[src/rtl/fft_pkg.sv]
// fft_pkg: state encoding, default sizing and channel-index width helper for fft_chan_arb.
package fft_pkg;
  typedef enum logic [1:0] {S_INIT, S_IDLE, S_STREAM, S_GAP} state_t;
  localparam int NUM_CH_DEF = 4;
  localparam int FRAME_LEN_DEF = 128;
  localparam int RST_HOLD_DEF = 32;
  function automatic int ch_w(input int n);
    return (n <= 2) ? 1 : $clog2(n);
  endfunction
  localparam int CH_W = ch_w(NUM_CH_DEF);
endpackage

[src/rtl/rr_arbiter.sv]
// rr_arbiter: combinational round-robin pick of the lowest requester at or after last+1.
module rr_arbiter import fft_pkg::*; #(
  parameter int NUM_CH = NUM_CH_DEF,
  localparam int CW = ch_w(NUM_CH)
) (
  input  logic [NUM_CH-1:0] req,
  input  logic [CW-1:0]     last,
  output logic [CW-1:0]     gnt,
  output logic              vld
);
  // Walk offsets from farthest to nearest so the nearest requester wins.
  always_comb begin
    gnt = '0;
    vld = 1'b0;
    for (int i = NUM_CH; i >= 1; i--) begin
      if (req[(int'(last) + i) % NUM_CH]) begin
        gnt = CW'((int'(last) + i) % NUM_CH);
        vld = 1'b1;
      end
    end
  end
endmodule

[src/rtl/fft_chan_arb.sv]
// fft_chan_arb: frame-granular round-robin feeder of one FFT core from NUM_CH sample FIFOs.
// Define FFT_ARB_STATS_EN to add per-channel frame counters and an underrun cycle counter.
module fft_chan_arb import fft_pkg::*; #(
  parameter int NUM_CH = NUM_CH_DEF,
  parameter int DATA_W = 32,
  parameter int FRAME_LEN = FRAME_LEN_DEF,
  parameter int RST_HOLD = RST_HOLD_DEF,
  parameter int GAP = 2,
  localparam int CW = ch_w(NUM_CH)
) (
  input  logic                     clk_100m,
  input  logic                     rst,
  input  logic [NUM_CH-1:0]        ch_avail,
  input  logic [NUM_CH-1:0]        ch_empty,
  output logic [NUM_CH-1:0]        ch_rdreq,
  input  logic [NUM_CH*DATA_W-1:0] ch_data,
  input  logic                     fft_ready,
  output logic                     fft_rst_n,
  output logic                     fft_valid,
  output logic                     fft_sop,
  output logic                     fft_eop,
  output logic [DATA_W-1:0]        fft_data,
  output logic [CW-1:0]            fft_ch,
  output logic                     busy,
`ifdef FFT_ARB_STATS_EN
  output logic [NUM_CH*16-1:0]     stat_frames,
  output logic [15:0]              stat_underrun,
`endif
  output logic                     underrun
);
  localparam int NW = $clog2(FRAME_LEN) + 1;
  localparam int HW = $clog2(RST_HOLD + 1);
  localparam int GW = $clog2(GAP + 1);
  localparam logic [NW-1:0] FL = NW'(FRAME_LEN);
  state_t state, state_nx;
  logic [NW-1:0] rd_cnt;
  logic [HW-1:0] hold_cnt;
  logic [GW-1:0] gap_cnt;
  logic [CW-1:0] last_grant, gnt;
  logic gnt_vld, hold_done, rd, stall;
  logic [DATA_W-1:0] ch_word [NUM_CH];
  for (genvar g = 0; g < NUM_CH; g++) begin : g_word
    assign ch_word[g] = ch_data[g*DATA_W +: DATA_W];
  end
  rr_arbiter #(.NUM_CH(NUM_CH)) u_arb (
    .req(ch_avail),
    .last(last_grant),
    .gnt(gnt),
    .vld(gnt_vld)
  );
  assign hold_done = hold_cnt == HW'(RST_HOLD);
  assign rd = state == S_STREAM && fft_ready && !ch_empty[fft_ch] && rd_cnt < FL;
  assign stall = state == S_STREAM && fft_ready && ch_empty[fft_ch] && rd_cnt < FL;
  assign ch_rdreq = rd ? NUM_CH'(1) << fft_ch : '0;
  // FIFO q is already registered and arrives with fft_valid, so only a mux sits here.
  assign fft_data = fft_valid ? ch_word[fft_ch] : '0;
  always_ff @(posedge clk_100m or posedge rst)
    if (rst) state <= S_INIT;
    else state <= state_nx;
  always_comb begin
    state_nx = state;
    case (state)
      S_INIT:   state_nx = hold_done && fft_ready ? S_IDLE : S_INIT;
      S_IDLE:   state_nx = gnt_vld ? S_STREAM : S_IDLE;
      S_STREAM: state_nx = fft_eop ? S_GAP : S_STREAM;
      default:  state_nx = gap_cnt == GW'(GAP - 1) ? S_IDLE : S_GAP;
    endcase
  end
  always_ff @(posedge clk_100m or posedge rst)
    if (rst) begin
      hold_cnt   <= '0;
      fft_rst_n  <= 1'b0;
      gap_cnt    <= '0;
      rd_cnt     <= '0;
      fft_ch     <= '0;
      last_grant <= CW'(NUM_CH - 1);
      fft_valid  <= 1'b0;
      fft_sop    <= 1'b0;
      fft_eop    <= 1'b0;
      busy       <= 1'b0;
      underrun   <= 1'b0;
    end else begin
      hold_cnt   <= hold_done ? hold_cnt : hold_cnt + HW'(1);
      fft_rst_n  <= fft_rst_n | (hold_cnt == HW'(RST_HOLD - 1));
      gap_cnt    <= state == S_GAP ? gap_cnt + GW'(1) : '0;
      rd_cnt     <= state == S_IDLE ? '0 : rd_cnt + NW'(rd);
      fft_ch     <= state == S_IDLE && gnt_vld ? gnt : fft_ch;
      last_grant <= state == S_STREAM && fft_eop ? fft_ch : last_grant;
      fft_valid  <= rd;
      fft_sop    <= rd && rd_cnt == '0;
      fft_eop    <= rd && rd_cnt == FL - NW'(1);
      busy       <= state_nx == S_STREAM || state_nx == S_GAP;
      underrun   <= stall;
    end
`ifdef FFT_ARB_STATS_EN
  always_ff @(posedge clk_100m or posedge rst)
    if (rst) begin
      stat_frames   <= '0;
      stat_underrun <= '0;
    end else begin
      for (int i = 0; i < NUM_CH; i++)
        if (fft_eop && fft_ch == CW'(i)) stat_frames[i*16 +: 16] <= stat_frames[i*16 +: 16] + 16'd1;
      if (underrun && stat_underrun != 16'hFFFF) stat_underrun <= stat_underrun + 16'd1;
    end
`endif
endmodule

[config.mk]
export PLATFORM = sky130hd
export DESIGN_NAME = fft_chan_arb
export DESIGN_NICKNAME = d
export VERILOG_FILES = /design/src/rtl/fft_pkg.sv /design/src/rtl/rr_arbiter.sv /design/src/rtl/fft_chan_arb.sv
export SDC_FILE = /design/constraint.sdc
export NUM_CORES = 1
export LEC_CHECK = 0
export ABC_AREA = 1
export BUFFER_PORTS_ARGS = -buffer_cell sky130_fd_sc_hd__buf_2
export CAP_MARGIN = 20
export CORE_UTILIZATION = 43
export CTS_CLUSTER_DIAMETER = 60
export DETAILED_ROUTE_END_ITERATION = 10
export GPL_TIMING_DRIVEN = 0
export PLACE_DENSITY = 0.9
export SYNTH_ARGS = -nofsm -noshare
export SYNTH_HDL_FRONTEND = slang
export SYNTH_SLANG_ARGS = --single-unit
export TNS_END_PERCENT = 30
[constraint.sdc]
create_clock -name clk_100m -period 5.15 [get_ports clk_100m]
set_input_delay 0.2575 -clock clk_100m [delete_from_list [all_inputs] [get_ports clk_100m]]
set_output_delay 0.2575 -clock clk_100m [all_outputs]
set_load 0.005 [all_outputs]
==> out/results.env <==
FIN_TNS_SETUP_NS=0
CLKTRANSATPATHREGS_NS=0.10
POST-SYNTH-TOP-AREA-FRACTION_PCT=28.5
SYNTH_ENABLE_FLOP_CELLS=0
STD_CELL_ROWS=26
SKEW_NS=0.00349
WORST-R2R-SETUP-SLACK_NS=2.83
MAX-CAP-VIOLATIONS=0
MAXSLEWVIOLCOUNT=0
CTS_NUM_SINKS=28
SETUP.WORST_PATH.START_CLASS='register'
TIMING.CRITICAL_PATH.SLOWEST_CELL_DELAY_NS=0.58
SYNTH_COMMON_CELLS='sky130_fd_sc_hd__nand2_1, sky130_fd_sc_hd__a31oi_1, sky130_fd_sc_hd__a22oi_1, sky130_fd_sc_hd__inv_1, sky130_fd_sc_hd__dfrtp_1'
MAXCLOCKFREQUENCY_GHz=0.432
TOTAL_LEAKAGE_POWER_uW=0.00186
DIE_WIDTH_UM=74.9
CTS_BUFFER_COUNT=3
YS_SEQ_ELEMENTS=28
GRT_ANTENNA_BEFORE_REPAIR=0
AREA_GROWTH_SYN_TO_LAYOUT_PCT=48.5
TRITONCTS='done'
LAYOUT.NETS=663
HTREEDEPTH=1
SEQ_AREA_SQ_UM=703
RESULT_OF_THE_RUN='completed'
DRIVE_ABOVE_1_SHARE_PCT=41.5
CRITPATHMAXFANOUT=8
DRC_ERRORS=0
CRITICAL_PATH.MOST_COMMON_CELL='sky130_fd_sc_hd__nor3_1'
SYNTH_MOST_COMMON_CELL='sky130_fd_sc_hd__nand2_1'
MAPPEDNETLISTAREA_SQ_UM=2280
CRITICAL_PATH_CELL_COUNT=9
OVERFLOW=0
BUF_INV_ON_CP=1
SYNTH_FP_NETS=474
SYNTH.AVG_CELL_AREA_SQ_UM=6.92
DIODES=0
VDD.IR_DROP.WORST_uV=280
TIMING.MAX_SLEW.REL_SLACK_PCT=68.6
YS_SEQ_AREA_SHARE_PCT=30.8
DRT_ITER0_MARKERS=212
SYNTH_TOP_CELLS_BY_AREA='sky130_fd_sc_hd__dfrtp_1, sky130_fd_sc_hd__nand2_1, sky130_fd_sc_hd__a22oi_1, sky130_fd_sc_hd__a31oi_1, sky130_fd_sc_hd__inv_1'
FINAL_CELL_COUNT_NO_FILL=588
TIGHTEST_SLEW_NS=0.471
SYNTH_FF_TYPE='sky130_fd_sc_hd__dfrtp_1'
SLOWEST_STAGE='sky130_fd_sc_hd__dfrtp_1'
GRT.TOTAL_USAGE_PCT=26.7
FLOORPLAN.IO_PINS=183
WORST-SETUP-PATH-TYPE='register to register'
DRT_FIRST_PASS_ITERS=4
WORST_SETUP_PATH_END_KIND='register'
TIMING.FINAL.CRIT_SHARE_PCT=45.0
SYNTHARSTFLOPSHARE_PCT=100
WORST_SETUP_PATH_ENDPOINT='rd_cnt[7]'
CRITICAL_PATH_REQUIRED_NS=5.35
FP.DIEAREA_SQ_UM=5600
YOSYS_SYNTHESIS_WARNING_COUNT=0
R2R_CELLS=9
SYN_INST=330
GRT_SETUP_UNREPAIRED='false'
POST_DRT_ANTENNA_NETS=0
CP.ARRIVAL_NS=2.51
AVGVIACOUNTPERCELL=5.27
NUM-FILL-CELLS=454
RR_STARTPOINT='fft_ch[1]'
POST-ROUTE-MIN-PERIOD_NS=2.32
NUMBER_OF_GLOBAL_ROUTE_VIAS_BEFORE_REPAIR=2575
PLACE_HPWL_MM=6.52
DIE-HEIGHT_UM=74.9
CORE_REGION_AREA_SQ_UM=5110
NUM_VIAS=3096
CRIT_PATH_CELL_TRACE='nor2_2 > a22oi_4 > nand4_4 > inv_1 > ha_1 > nand3_1 > nor3_1 > a21oi_1 > nor3_1'
POST-PLACE-CELLS=582
REGTOREGENDPOINT='rd_cnt[7]'
INITIAL_CORE_UTIL_PCT=44.7
CTS.ROOT.BUFFER_CELL='sky130_fd_sc_hd__clkbuf_8'
POWER-PER-CELL-AREA_nW_PER_UM2=366
GRT_START_MAX_NET_PINS=29
CLKLATENCYLATEPIN_NS=0.28
ROUTED_WIRELENGTH_MM=8.22
MAX-CLOCK-PATH-BUFFERS=2
ROUTE.DETAILED.WL_PER_INST_UM=14.0
HOLD_CLASS='input pin to register'
HOLD_VIOL=0
ROUTABILITY_CONGESTION=0.969
MIN_FROM='ch_empty[3]'
YS_TYPES=29
CRITICAL_PATH.TOP_DELAY_FAMILY='simple AND/OR/NAND/NOR gates'
POST-SYNTH-TOP-AREA-CELL='sky130_fd_sc_hd__dfrtp_1'
SETUP-VIOLATIONS-FINAL=0
CRIT_START='fft_ch[1]'
MULTIINPUTGATEAREA_SQ_UM=1360
POST-CTS-SETUP-BUFFER-COUNT=0
PORT_BUFFERS=182
GRT_PASS1_WL_MM=11.4
[worst min-delay path by stage]
| stage | endpoint | slack [ns] | cells after the start |
|---|---|---|---|
| floorplan | busy | 0.32 | 1 |
| global placement | gap_cnt[0] | 0.42 | 1 |
| detailed placement | gap_cnt[0] | 0.43 | 1 |
| CTS | rd_cnt[1] | 0.25 | 2 |
| global route | underrun | 0.32 | 3 |
| finish | underrun | 0.32 | 3 |
[power breakdown]
part / switching (uW) / internal, uW / total, uW
combinational: 444 / 295 / 738
clock: 73.5 / 104 / 178
sequential: 59.5 / 266 / 326
total: 577 / 665 / 1240
[layout by cell type, fill, tap and decap left out, drive strengths merged]
master,instances
buf,196
nand2,116
a31oi,34
a22oi,33
inv,32
dfrtp,26
nor2,16
nor3,14
nand3,12
o21ai,6
clkbuf,6
a21oi,5
ha,5
xor2,4
nor3b,3
nand4,3
dfstp,2
o22ai,1
and3,1
o21bai,1
bufinv,1
dlygate4sd3,1
[kinds of logic (layout without fill, tap and decap cells)]
| family | Yosys count | in the layout | share of synthesized area, % |
|---|---|---|---|
| and+or+nand+nor | 165 | 165 | 31.5 |
| AOI/OAI and AO/OA | 80 | 80 | 24.0 |
| buffers and inverters | 48 | 236 | 9.48 |
| adders and majority gates | 5 | 5 | 2.74 |
| xor gates and xnor gates | 4 | 4 | 1.53 |
| DFF | 28 | 28 | 30.8 |
[final cells by class]
class                   instances  area share [%]
plain buffers                  16            2.77
clock buffers                   3            1.22
multi-input cells             254            40.2
repair buffers                184            28.0
clock inverters                 1           0.886
well taps                      70            2.58
inverters                      32            3.62
flip-flops and latches         28            20.7
[tightest hold or removal path, stage by stage]
cell	delay, ns
sky130_fd_sc_hd__buf_2	0.09
sky130_fd_sc_hd__nand2_1	0.11
sky130_fd_sc_hd__a31oi_1	0.11
[state kept, by name (all words and copies together) (netlist names)]
register / flops
busy: 1
fft_ch: 2
fft_eop: 1
fft_rst_n: 1
fft_sop: 1
fft_valid: 1
gap_cnt: 2
hold_cnt: 6
last_grant: 2
rd_cnt: 8
state: 2
underrun: 1
[through the flow]
stage               instance area (sq um)  hold WS, ns  setup slack [ns]  utilization [%]  power [uW]
floorplan                            2280        0.321              3.24                -         799
global placement                     3280        0.419              3.01             64.2        1040
detailed placement                   3280        0.425              2.89             64.2        1060
CTS                                  3350        0.254              2.87             65.6        1240
global route                         3390        0.322              2.66             66.4        1340
finish                               3390        0.320              2.83             66.4        1240
[layer usage]
metal	part of all wire [%]	track usage, %
met5	0	0
met4	1.1	7.97
met3	7.9	4.55
met2	50	47.7
met1	41	32.8
[repair_timing]
item,CTS,global route
hold buffers,0,1
gates resized for setup,0,0
hold endpoints to repair,0,3
Power figures use the tool's default switching activity.
